[src/rtl/mul_ctrl_if.sv]
// mul_ctrl_if: request/result bundle between the ALU issue logic and the
// multiply sequencer.
//   req_valid/req_ready  request handshake
//   req_op               00 MUL, 01 MULH, 10 MULHSU, 11 MULHU
//   req_rs1/req_rs2      operands
//   req_tag              destination tag carried with the request
//   flush                discard in-flight/pending op, invalidate cache
//   res_valid/res_ready  result handshake
//   res_data/res_tag     selected product half and its tag
// master = issue side, slave = controller.
interface mul_ctrl_if #(
  parameter int XLEN  = 32,
  parameter int TAG_W = 5
);
  logic             req_valid;
  logic             req_ready;
  logic [1:0]       req_op;
  logic [XLEN-1:0]  req_rs1;
  logic [XLEN-1:0]  req_rs2;
  logic [TAG_W-1:0] req_tag;
  logic             flush;
  logic             res_valid;
  logic             res_ready;
  logic [XLEN-1:0]  res_data;
  logic [TAG_W-1:0] res_tag;

  modport master (
    output req_valid, req_op, req_rs1, req_rs2, req_tag, flush, res_ready,
    input  req_ready, res_valid, res_data, res_tag
  );

  modport slave (
    input  req_valid, req_op, req_rs1, req_rs2, req_tag, flush, res_ready,
    output req_ready, res_valid, res_data, res_tag
  );
endinterface

[src/rtl/mul_ctrl.sv]
// mul_ctrl: RV32M multiply sequencer between issue logic and the booth
// multiplier. Decodes MUL/MULH/MULHSU/MULHU, launches the multiplier,
// captures the product on its valid pulse and returns the selected half.
// A one-entry product cache lets a MULH*/MUL pair on the same operands
// use the multiplier only once. Flush drains an in-flight multiply.
// Ports:
//   clk, rst_n        clock, asynchronous active-low reset
//   bus               request/result interface (slave side)
//   mul_start         one-cycle start pulse to the multiplier
//   mul_x_signed/_y   operand signedness
//   mul_x, mul_y      operands, stable from start until mul_valid
//   mul_valid, mul_z  one-cycle product-ready pulse and 2*XLEN product
module mul_ctrl #(
  parameter int XLEN  = 32,
  parameter int TAG_W = 5
) (
  input  logic              clk,
  input  logic              rst_n,
  mul_ctrl_if.slave         bus,
  output logic              mul_start,
  output logic              mul_x_signed,
  output logic              mul_y_signed,
  output logic [XLEN-1:0]   mul_x,
  output logic [XLEN-1:0]   mul_y,
  input  logic              mul_valid,
  input  logic [2*XLEN-1:0] mul_z
);

  localparam logic [2:0] S_IDLE   = 3'd0;
  localparam logic [2:0] S_LAUNCH = 3'd1;
  localparam logic [2:0] S_WAIT   = 3'd2;
  localparam logic [2:0] S_DONE   = 3'd3;
  localparam logic [2:0] S_DRAIN  = 3'd4;

  localparam logic [1:0] OP_MUL = 2'b00;
  localparam logic [1:0] OP_MULHU = 2'b11;

  logic [2:0]       state;
  logic [1:0]       op_q;
  logic [TAG_W-1:0] tag_q;

  logic              cache_valid;
  logic [XLEN-1:0]   cache_rs1;
  logic [XLEN-1:0]   cache_rs2;
  logic              cache_xs;
  logic              cache_ys;
  logic [2*XLEN-1:0] cache_prod;

  logic             res_valid_q;
  logic [XLEN-1:0]  res_data_q;
  logic [TAG_W-1:0] res_tag_q;

  logic accept;
  logic req_xs;
  logic req_ys;
  logic hit;

  // MUL takes the low half; every high-half op takes the upper word.
  function automatic logic [XLEN-1:0] select_half(input logic [1:0] op,
                                                  input logic [2*XLEN-1:0] prod);
    if (op == OP_MUL) return prod[XLEN-1:0];
    return prod[2*XLEN-1:XLEN];
  endfunction

  // Held low while in reset so upstream never sees a stray accept.
  assign bus.req_ready = rst_n && (state == S_IDLE) && !bus.flush;
  assign accept        = bus.req_valid && bus.req_ready;

  // Only MULHU treats rs1 as unsigned; rs2 is signed for MUL and MULH.
  assign req_xs = (bus.req_op != OP_MULHU);
  assign req_ys = !bus.req_op[1];

  // The low half does not depend on signedness, so MUL ignores the flags.
  assign hit = cache_valid && (bus.req_rs1 == cache_rs1) && (bus.req_rs2 == cache_rs2) &&
               ((bus.req_op == OP_MUL) || ((req_xs == cache_xs) && (req_ys == cache_ys)));

  assign mul_start     = (state == S_LAUNCH);
  assign bus.res_valid = res_valid_q;
  assign bus.res_data  = res_data_q;
  assign bus.res_tag   = res_tag_q;

  always_ff @(posedge clk or negedge rst_n) begin
    if (!rst_n) begin
      state        <= S_IDLE;
      op_q         <= OP_MUL;
      tag_q        <= '0;
      mul_x        <= '0;
      mul_y        <= '0;
      mul_x_signed <= 1'b0;
      mul_y_signed <= 1'b0;
      cache_valid  <= 1'b0;
      cache_rs1    <= '0;
      cache_rs2    <= '0;
      cache_xs     <= 1'b0;
      cache_ys     <= 1'b0;
      cache_prod   <= '0;
      res_valid_q  <= 1'b0;
      res_data_q   <= '0;
      res_tag_q    <= '0;
    end else begin
      if (bus.flush) cache_valid <= 1'b0;

      case (state)
        S_IDLE: begin
          if (accept) begin
            op_q         <= bus.req_op;
            tag_q        <= bus.req_tag;
            mul_x        <= bus.req_rs1;
            mul_y        <= bus.req_rs2;
            mul_x_signed <= req_xs;
            mul_y_signed <= req_ys;
            if (hit) begin
              res_valid_q <= 1'b1;
              res_data_q  <= select_half(bus.req_op, cache_prod);
              res_tag_q   <= bus.req_tag;
              state       <= S_DONE;
            end else begin
              state <= S_LAUNCH;
            end
          end
        end

        // The start pulse goes out this cycle regardless of flush, so a
        // flush here still has to wait out the multiplier.
        S_LAUNCH: begin
          state <= bus.flush ? S_DRAIN : S_WAIT;
        end

        S_WAIT: begin
          if (bus.flush) begin
            state <= mul_valid ? S_IDLE : S_DRAIN;
          end else if (mul_valid) begin
            cache_valid <= 1'b1;
            cache_rs1   <= mul_x;
            cache_rs2   <= mul_y;
            cache_xs    <= mul_x_signed;
            cache_ys    <= mul_y_signed;
            cache_prod  <= mul_z;
            res_valid_q <= 1'b1;
            res_data_q  <= select_half(op_q, mul_z);
            res_tag_q   <= tag_q;
            state       <= S_DONE;
          end
        end

        S_DONE: begin
          if (bus.flush || bus.res_ready) begin
            res_valid_q <= 1'b0;
            state       <= S_IDLE;
          end
        end

        // Flushed product is thrown away and never reaches the cache.
        S_DRAIN: begin
          if (mul_valid) state <= S_IDLE;
        end

        default: state <= S_IDLE;
      endcase
    end
  end

endmodule

[src/flat_wrapper.sv]
// flat-port wrapper written by rule: the top's interface ports become plain ports
module mul_ctrl_flat 
#(
  parameter int XLEN  = 32,
  parameter int TAG_W = 5
)
  (clk, rst_n, mul_start, mul_x_signed, mul_y_signed, mul_x, mul_y, mul_valid, mul_z, bus_req_valid, bus_req_op, bus_req_rs1, bus_req_rs2, bus_req_tag, bus_flush, bus_res_ready, bus_req_ready, bus_res_valid, bus_res_data, bus_res_tag);
  mul_ctrl_if #(.XLEN(XLEN), .TAG_W(TAG_W)) bus_i ();
  input  logic clk;
  input  logic rst_n;
  output logic mul_start;
  output logic mul_x_signed;
  output logic mul_y_signed;
  output logic [XLEN-1:0] mul_x;
  output logic [XLEN-1:0] mul_y;
  input  logic mul_valid;
  input  logic [2*XLEN-1:0] mul_z;
  input wire logic [$bits(bus_i.req_valid)-1:0] bus_req_valid;
  input wire logic [$bits(bus_i.req_op)-1:0] bus_req_op;
  input wire logic [$bits(bus_i.req_rs1)-1:0] bus_req_rs1;
  input wire logic [$bits(bus_i.req_rs2)-1:0] bus_req_rs2;
  input wire logic [$bits(bus_i.req_tag)-1:0] bus_req_tag;
  input wire logic [$bits(bus_i.flush)-1:0] bus_flush;
  input wire logic [$bits(bus_i.res_ready)-1:0] bus_res_ready;
  output wire logic [$bits(bus_i.req_ready)-1:0] bus_req_ready;
  output wire logic [$bits(bus_i.res_valid)-1:0] bus_res_valid;
  output wire logic [$bits(bus_i.res_data)-1:0] bus_res_data;
  output wire logic [$bits(bus_i.res_tag)-1:0] bus_res_tag;
  assign bus_i.req_valid = bus_req_valid;
  assign bus_i.req_op = bus_req_op;
  assign bus_i.req_rs1 = bus_req_rs1;
  assign bus_i.req_rs2 = bus_req_rs2;
  assign bus_i.req_tag = bus_req_tag;
  assign bus_i.flush = bus_flush;
  assign bus_i.res_ready = bus_res_ready;
  assign bus_req_ready = bus_i.req_ready;
  assign bus_res_valid = bus_i.res_valid;
  assign bus_res_data = bus_i.res_data;
  assign bus_res_tag = bus_i.res_tag;
  mul_ctrl #(.XLEN(XLEN), .TAG_W(TAG_W)) u_core (.clk(clk), .rst_n(rst_n), .bus(bus_i), .mul_start(mul_start), .mul_x_signed(mul_x_signed), .mul_y_signed(mul_y_signed), .mul_x(mul_x), .mul_y(mul_y), .mul_valid(mul_valid), .mul_z(mul_z));
endmodule
[config.mk]
export PLATFORM = sky130hd
export DESIGN_NAME = mul_ctrl_flat
export DESIGN_NICKNAME = d
export VERILOG_FILES = /design/src/rtl/mul_ctrl_if.sv /design/src/rtl/mul_ctrl.sv /design/src/flat_wrapper.sv
export SDC_FILE = /design/constraint.sdc
export NUM_CORES = 1
export LEC_CHECK = 0
export BUFFER_PORTS_ARGS = -buffer_cell sky130_fd_sc_hd__buf_4
export CAP_MARGIN = 20
export CORE_ASPECT_RATIO = 1.1
export CORE_UTILIZATION = 25
export DETAILED_ROUTE_END_ITERATION = 8
export GPL_TIMING_DRIVEN = 1
export PLACE_DENSITY = 0.48
export SYNTH_ARGS = -nofsm -noshare
export SYNTH_HDL_FRONTEND = slang
export SYNTH_SLANG_ARGS = --single-unit
[constraint.sdc]
create_clock -name clk -period 3.2 [get_ports clk]
set_input_delay 0.32 -clock clk [delete_from_list [all_inputs] [get_ports clk]]
set_output_delay 0.32 -clock clk [all_outputs]
set_load 0.02 [all_outputs]
==> impl_metrics.csv, run 1 <==
group,metric,value,unit
status,outcome,"complete, no violations",
worst_setup_path,path_cells,"xnor2_1 > nand4_1 > nor4_1 > nand3_1 > nor4_2 > buf_12 > mux2i_1",
timing,rsz0062_at_grt,"false",
worst_setup_path,cp-start-kind,"flip-flop",
global_routing,grt_util_all_layers,15.6,%
placed_design,gp_congestion,0.760,
placed_design,portBuffers,246,
cts,cts_buffer_depth,3,
route,route.vias.total,9313,
cells_and_area,fin_util,36.4,%
pwr,ir_worst_vdd,0.449,mV
cells_and_area,nNetsFinal,1639,
cts,ctsResizeCount,0,
logic_synthesis,synth_nets,1293,
pwr,p_leak,7.56,nW
cts,cts_buffers,30,
cts,clock_latency,0.58,ns
worst_setup_path,r2r_slack,0.43,ns
floorplanning,num_rows,80,
timing,finalHoldViolCount,0,
floorplanning,die_h,223,um
worst_setup_path,crit_required,3.68,ns
route,drt_iter0_markers,469,
worst_hold_path,hp-class,"input port to flip-flop",
cells_and_area,antenna_cells,0,
worst_setup_path,timing.rr.end,"u_core.bus.res_data[25]",
worst_setup_path,startpoint,"u_core.cache_rs2[20]",
route,wl_per_cell,16.9,um
logic_synthesis,netlist_area,0.0111,sq mm
cells_and_area,drive_above_1_share,25.2,%
cts,cts_setup_buffers,0,
logic_synthesis,ys_ff_latch,245,
global_routing,grt_pass1_vias,9645,
worst_setup_path,timing.rr.start,"u_core.cache_rs2[20]",
logic_synthesis,ys_seq_area_share,55.3,%
timing,setup_violations,0,
route,drcViolationCount,0,
cts,path_clk_slew,0.06,ns
cts,cts-root-buf,"clkbuf_16",
pwr,power.density,790,mW/mm^2
worst_setup_path,slowest_delay,0.58,ns
timing,finalCriticalPeriod,2.77,ns
worst_setup_path,path_buf_inv,1,
cells_and_area,regArea,0.00613,sq mm
cts,cts_htree_levels,1,
logic_synthesis,ys_types,42,
timing,slew_viol_final,0,
worst_setup_path,r2r_cells,7,
timing,period_share,86.5,%
worst_setup_path,crit_family,"simple AND/OR/NAND/NOR gates",
cells_and_area,fillCellCount,4338,
floorplanning,die_x,203,um
cells_and_area,multiInputGateArea,0.00464,sq mm
logic_synthesis,synth_cells,1152,
timing,tns,0,ns
timing,max_freq,0.361,GHz
floorplanning,core_area,0.0435,sq mm
timing,relSlewSlack,42.7,%
logic_synthesis,syn_avg_cell_area,9.62,sq um
route,ant_nets,0,
route,firstDrtPassIters,4,
worst_setup_path,path_max_fanout,37,
worst_setup_path,worstSetupEndpointType,"flip-flop",
floorplanning,initial_core_util,25.4,%
cells_and_area,syn2layout_area_growth,43.2,%
route,wl,35400,um
timing,tightest_slew,0.860,ns
global_routing,grt_pass1_wl,55400,um
cts,cts_tree,"yes",
logic_synthesis,ys_warn_count,0,
floorplanning,io_pins,247,
worst_hold_path,hold_depth,2,
floorplanning,die_area,0.0452,sq mm
placed_design,dp_hpwl,23400,um
worst_setup_path,arrival,3.25,ns
route,routed_via_density,4.44,
cts,clock-sinks,245,
worst_setup_path,path_class,"flip-flop to flip-flop",
global_routing,antenna_found_initial,3,
global_routing,grt_max_degree,151,
timing,skew,0.0281,ns
run,max_cap_viol_count,0,
global_routing,overflow,0,
worst_setup_path,critical_path.endpoint,"u_core.bus.res_data[25]",
worst_setup_path,slowest_stage,"nor4_1",
worst_setup_path,worst-path-stages,7,
[final cells by class]
class / instances / share of cell area [%]
flip-flops and latches: 245 / 38.6
multi-input cells: 819 / 29.2
repair buffers: 383 / 20.7
clock buffers: 44 / 5.51
well taps: 574 / 4.53
clock inverters: 12 / 0.923
inverters: 19 / 0.450
[how the worst min path moves through the flow]
stage | from | endpoint
5_1_grt | bus_req_rs2[21] | u_core.mul_y[21]
4_1_cts | bus_req_rs2[21] | u_core.mul_y[21]
6_report | bus_req_rs2[23] | u_core.mul_y[23]
3_3_place_gp | rst_n | u_core.cache_prod[5]
2_1_floorplan | rst_n | u_core.bus.res_data[0]
3_5_place_dp | rst_n | u_core.bus.res_data[5]
[Yosys cell counts]
| library cell | count | area [sq um] |
|---|---|---|
| a2111o_1 | 2 | 22.5 |
| a211o_1 | 2 | 17.5 |
| a211oi_1 | 1 | 7.51 |
| a21o_1 | 1 | 7.51 |
| a21oi_1 | 67 | 335 |
| a221oi_1 | 1 | 8.76 |
| a221oi_2 | 5 | 75.1 |
| a22o_1 | 1 | 8.76 |
| a22oi_1 | 2 | 15.0 |
| a31oi_1 | 1 | 6.26 |
| and3_1 | 1 | 6.26 |
| and3b_1 | 1 | 8.76 |
| buf_1 | 1 | 3.75 |
| buf_2 | 4 | 20.0 |
| buf_4 | 3 | 22.5 |
| buf_6 | 1 | 11.3 |
| clkbuf_1 | 60 | 225 |
| dfrtp_1 | 245 | 6130 |
| inv_1 | 19 | 71.3 |
| mux2_2 | 57 | 642 |
| mux2i_1 | 66 | 661 |
| nand2_1 | 433 | 1630 |
| nand2b_1 | 9 | 56.3 |
| nand3_1 | 3 | 15.0 |
| nand3b_1 | 1 | 7.51 |
| nand4_1 | 11 | 68.8 |
| nor2_1 | 22 | 82.6 |
| nor2b_1 | 4 | 25.0 |
| nor3_1 | 4 | 20.0 |
| nor3b_1 | 2 | 15.0 |
| nor4_1 | 5 | 31.3 |
| nor4_2 | 2 | 25.0 |
| nor4_4 | 1 | 21.3 |
| o2111ai_1 | 3 | 26.3 |
| o211ai_1 | 2 | 15.0 |
| o21ai_0 | 55 | 275 |
| o221ai_1 | 1 | 8.76 |
| o22ai_1 | 3 | 18.8 |
| o41ai_1 | 1 | 8.76 |
| or4_1 | 1 | 7.51 |
| xnor2_1 | 34 | 298 |
| xor2_1 | 14 | 123 |
[repair_timing]
action                                  in CTS  in global routing
hold buffers                               118                  0
endpoints found under the setup margin       0                  0
endpoints found under the hold margin      134                  0
[logic make-up (layout without fill, tap and decap cells)]
group                     count (synthesis)  after routing  share of synthesized area [%]
xor gates and xnor gates                 48             48                           3.79
AOI/OAI and AO/OA                       148            148                           7.73
DFF                                     245            245                           55.3
buffers and inverters                    88            458                           3.20
and+or+nand+nor                         500            500                           18.2
muxes                                   123            123                           11.8
[metal layers]
layer	global-route usage, %	up-vias	part of all wire (%)	wire length, um
li1	-	4495	-	-
met1	19.9	4465	43	15400
met2	25.5	295	46	16400
met3	4.97	52	8.4	2960
met4	3.76	6	1.9	690
met5	0	-	0.13	46
[stage by stage]
| stage | worst slack, ns | hold slack [ns] | instance area, sq um | total power [W] | instances |
|---|---|---|---|---|---|
| finish | 0.433 | 0.0290 | 15900 | 0.0125 | 2096 |
| CTS | 0.357 | 0.00186 | 15800 | 0.0127 | 2095 |
| global placement | 0.384 | 0.163 | 13600 | 0.00890 | 1921 |
| detailed placement | 0.353 | 0.164 | 13600 | 0.00899 | 1921 |
| global route | 0.257 | 0.00802 | 15900 | 0.0133 | 2096 |
| floorplan | 0.978 | 0.0244 | 11100 | 0.00715 | 1152 |
[registers in the layout, indices dropped and copies added (netlist names)]
| signal | count |
|---|---|
| u_core.bus.res_data | 32 |
| u_core.bus.res_tag | 5 |
| u_core.bus.res_valid | 1 |
| u_core.cache_prod | 64 |
| u_core.cache_rs1 | 32 |
| u_core.cache_rs2 | 32 |
| u_core.cache_valid | 1 |
| u_core.cache_xs | 1 |
| u_core.cache_ys | 1 |
| u_core.mul_x | 32 |
| u_core.mul_x_signed | 1 |
| u_core.mul_y | 32 |
| u_core.mul_y_signed | 1 |
| u_core.op_q | 2 |
| u_core.state | 3 |
| u_core.tag_q | 5 |
[cell usage in the layout, fill, tap and decap left out, drive strengths merged, types with 2 or more instances in the layout]
| cell | n |
|---|---|
| nand2 | 433 |
| buf | 265 |
| dfrtp | 245 |
| dlygate4sd3 | 118 |
| a21oi | 67 |
| mux2i | 66 |
| mux2 | 57 |
| o21ai | 55 |
| clkbuf | 44 |
| xnor2 | 34 |
| nor2 | 22 |
| inv | 19 |
| xor2 | 14 |
| nand4 | 11 |
| nand2b | 9 |
| nor4 | 8 |
| a221oi | 6 |
| clkinv | 6 |
| nor3 | 4 |
| nor2b | 4 |
| o22ai | 3 |
| o2111ai | 3 |
| bufinv | 3 |
| clkinvlp | 3 |
| nand3 | 3 |
| nor3b | 2 |
| a22oi | 2 |
| a211o | 2 |
| o211ai | 2 |
| a2111o | 2 |
[power breakdown]
part / switching, W / total, W / internal [W]
Sequential: 0.000780 / 0.00503 / 0.00425
Clock: 0.00140 / 0.00352 / 0.00213
Combinational: 0.00218 / 0.00398 / 0.00180
No activity file was read; power rests on OpenSTA's default activity.
==> run 2, diff against run 1 <==
- clock period: 3.2 -> 3.5 ns (I/O delays scaled with it)
==> impl_metrics.csv, run 2 (same netlist as run 1, synthesis figures left out) <==
group,metric,value,unit
status,outcome,"complete, but fails checks",
status,violations,"hold timing",
route,firstDrtPassIters,4,
cells_and_area,nNetsFinal,1579,
timing,slew_viol_final,0,
placed_design,gp_congestion,0.722,
route,routed_via_density,4.47,
timing,whs,-0.128,ns
cts,path_clk_slew,0.06,ns
timing,tightest_slew,1.15,ns
worst_setup_path,timing.rr.end,"u_core.bus.res_data[24]",
cells_and_area,final_cell_area,0.0153,sq mm
route,drt_iter0_markers,577,
cells_and_area,layout_commonest_cell,"nand2_1",
timing,finalCriticalPeriod,2.76,ns
pwr,power.density,750,mW/mm^2
worst_setup_path,slowest_delay,0.53,ns
cells_and_area,fillCellCount,4394,
floorplanning,core_area,0.0435,sq mm
floorplanning,initial_core_util,25.4,%
worst_setup_path,path_class,"flip-flop to flip-flop",
cts,clock_latency,0.56,ns
cells_and_area,drive_above_1_share,26.1,%
cts,cts_tree,"yes",
worst_setup_path,slowest_stage,"nor4_1",
timing,tns,0,ns
placed_design,placed_area,0.0136,sq mm
cts,cts-root-buf,"clkbuf_16",
timing,relSlewSlack,23.4,%
cells_and_area,syn2layout_area_growth,37.7,%
timing,max_freq,0.362,GHz
global_routing,grt_util_all_layers,15.5,%
worst_setup_path,r2r_slack,0.74,ns
cells_and_area,multiInputGateArea,0.00464,sq mm
placed_design,portBuffers,246,
timing,setup_violations,0,
worst_setup_path,crit_family,"simple AND/OR/NAND/NOR gates",
run,max_cap_viol_count,0,
floorplanning,die_x,203,um
route,ant_nets,0,
floorplanning,die_h,223,um
pwr,p_leak,7.32,nW
floorplanning,die_area,0.0452,sq mm
worst_hold_path,hp-class,"input port to async pin",
route,drcViolationCount,0,
worst_setup_path,startpoint,"u_core.cache_rs2[16]",
placed_design,dp_hpwl,23400,um
worst_setup_path,worstSetupEndpointType,"flip-flop",
cts,ctsResizeCount,0,
pwr,p_total,0.0114,W
timing,period_share,79.0,%
worst_setup_path,crit_required,3.97,ns
cts,clock-sinks,245,
global_routing,grt_max_degree,172,
floorplanning,num_rows,80,
pwr,ir_worst_vdd,0.391,mV
cts,cts_buffer_depth,3,
global_routing,overflow,0,
worst_setup_path,path_cells,"xnor2_1 > nand4_1 > nor4_1 > nand3_1 > nor4_2 > buf_12 > mux2i_1",
global_routing,grt_pass1_vias,9347,
route,route.vias.total,9092,
worst_setup_path,timing.rr.start,"u_core.cache_rs2[16]",
worst_setup_path,critical_path.endpoint,"u_core.bus.res_data[24]",
cells_and_area,largest-register,"u_core.cache_prod",
cells_and_area,final_cell_mix,"nand2_1 (432), buf_4 (255), dfrtp_1 (245)",
cts,cts_buffers,30,
worst_setup_path,worst-path-stages,7,
cells_and_area,largest_register_ffs,64,
timing,skew,0.0123,ns
cts,cts_htree_levels,1,
timing,finalHoldViolCount,54,
worst_setup_path,path_max_fanout,37,
floorplanning,io_pins,247,
global_routing,grt_pass1_wl,54800,um
worst_setup_path,r2r_cells,7,
worst_setup_path,arrival,3.24,ns
timing,rsz0062_at_grt,"false",
cells_and_area,antenna_cells,0,
worst_setup_path,path_buf_inv,1,
cells_and_area,regArea,0.00613,sq mm
route,wl_per_cell,17.4,um
route,wl,35500,um
worst_setup_path,cp-start-kind,"flip-flop",
global_routing,antenna_found_initial,3,
==> run 2: how the worst min path moves through the flow <==
stage                                startpoint                     end  slack (ns)
final                                     rst_n         u_core.tag_q[1]       -0.13
after global routing            bus_req_rs1[26]        u_core.mul_x[26]        0.02
after CTS                             mul_z[54]   u_core.cache_prod[54]       0.001
after detailed placement  u_core.cache_prod[32]   u_core.cache_prod[32]        0.46
after global placement    u_core.cache_prod[45]   u_core.cache_prod[45]        0.46
after floorplan                           rst_n  u_core.bus.res_data[0]        0.05
==> run 2: what timing repair did <==
action	CTS	global route
buffers inserted	0	0
endpoints found under the hold margin	62	0
hold buffers	62	0
==> run 2: metrics by stage <==
step	hold WS [ns]	utilization (%)	setup WS, ns	instances
final	-0.128	35.0	0.736	2036
after global routing	0.0177	35.0	0.532	2036
after CTS	0.00105	35.0	0.661	2036
after detailed placement	0.461	31.2	0.621	1918
after global placement	0.456	31.2	0.708	1918
after floorplan	0.0544	-	1.28	1152
==> run 2: metal layers <==
metal  global-route usage, %  routed length (um)
met1                    19.6               15600
met2                    25.0               16000
met3                    5.41                3010
met4                    3.76                 763
met5                       0                  45
==> run 2: worst reg2reg max path, delay by kind of cell (launching register included) <==
family | cells | cell delay (ns)
multiplexers | 1 | 0.32
buffers and inverters | 1 | 0.32
AND/OR/NAND/NOR | 4 | 1.48
XOR/XNOR | 1 | 0.18
flip-flops | 1 | 0.39
==> run 2: final cells by class <==
type | count | area share, %
Clock buffer | 50 | 6.34
Clock inverter | 6 | 0.541
Inverter | 19 | 0.467
Multi-Input combinational cell | 819 | 30.4
Sequential cell | 245 | 40.2
Tap cell | 574 | 4.71
Timing Repair Buffer | 323 | 17.4
==> run 2: power by group <==
part	internal (W)	leakage, nW	switching [W]
Sequential	0.00388	3.11	0.000703
Combinational	0.00160	3.69	0.00200
Clock	0.00201	0.517	0.00124
Total	0.00749	7.32	0.00395
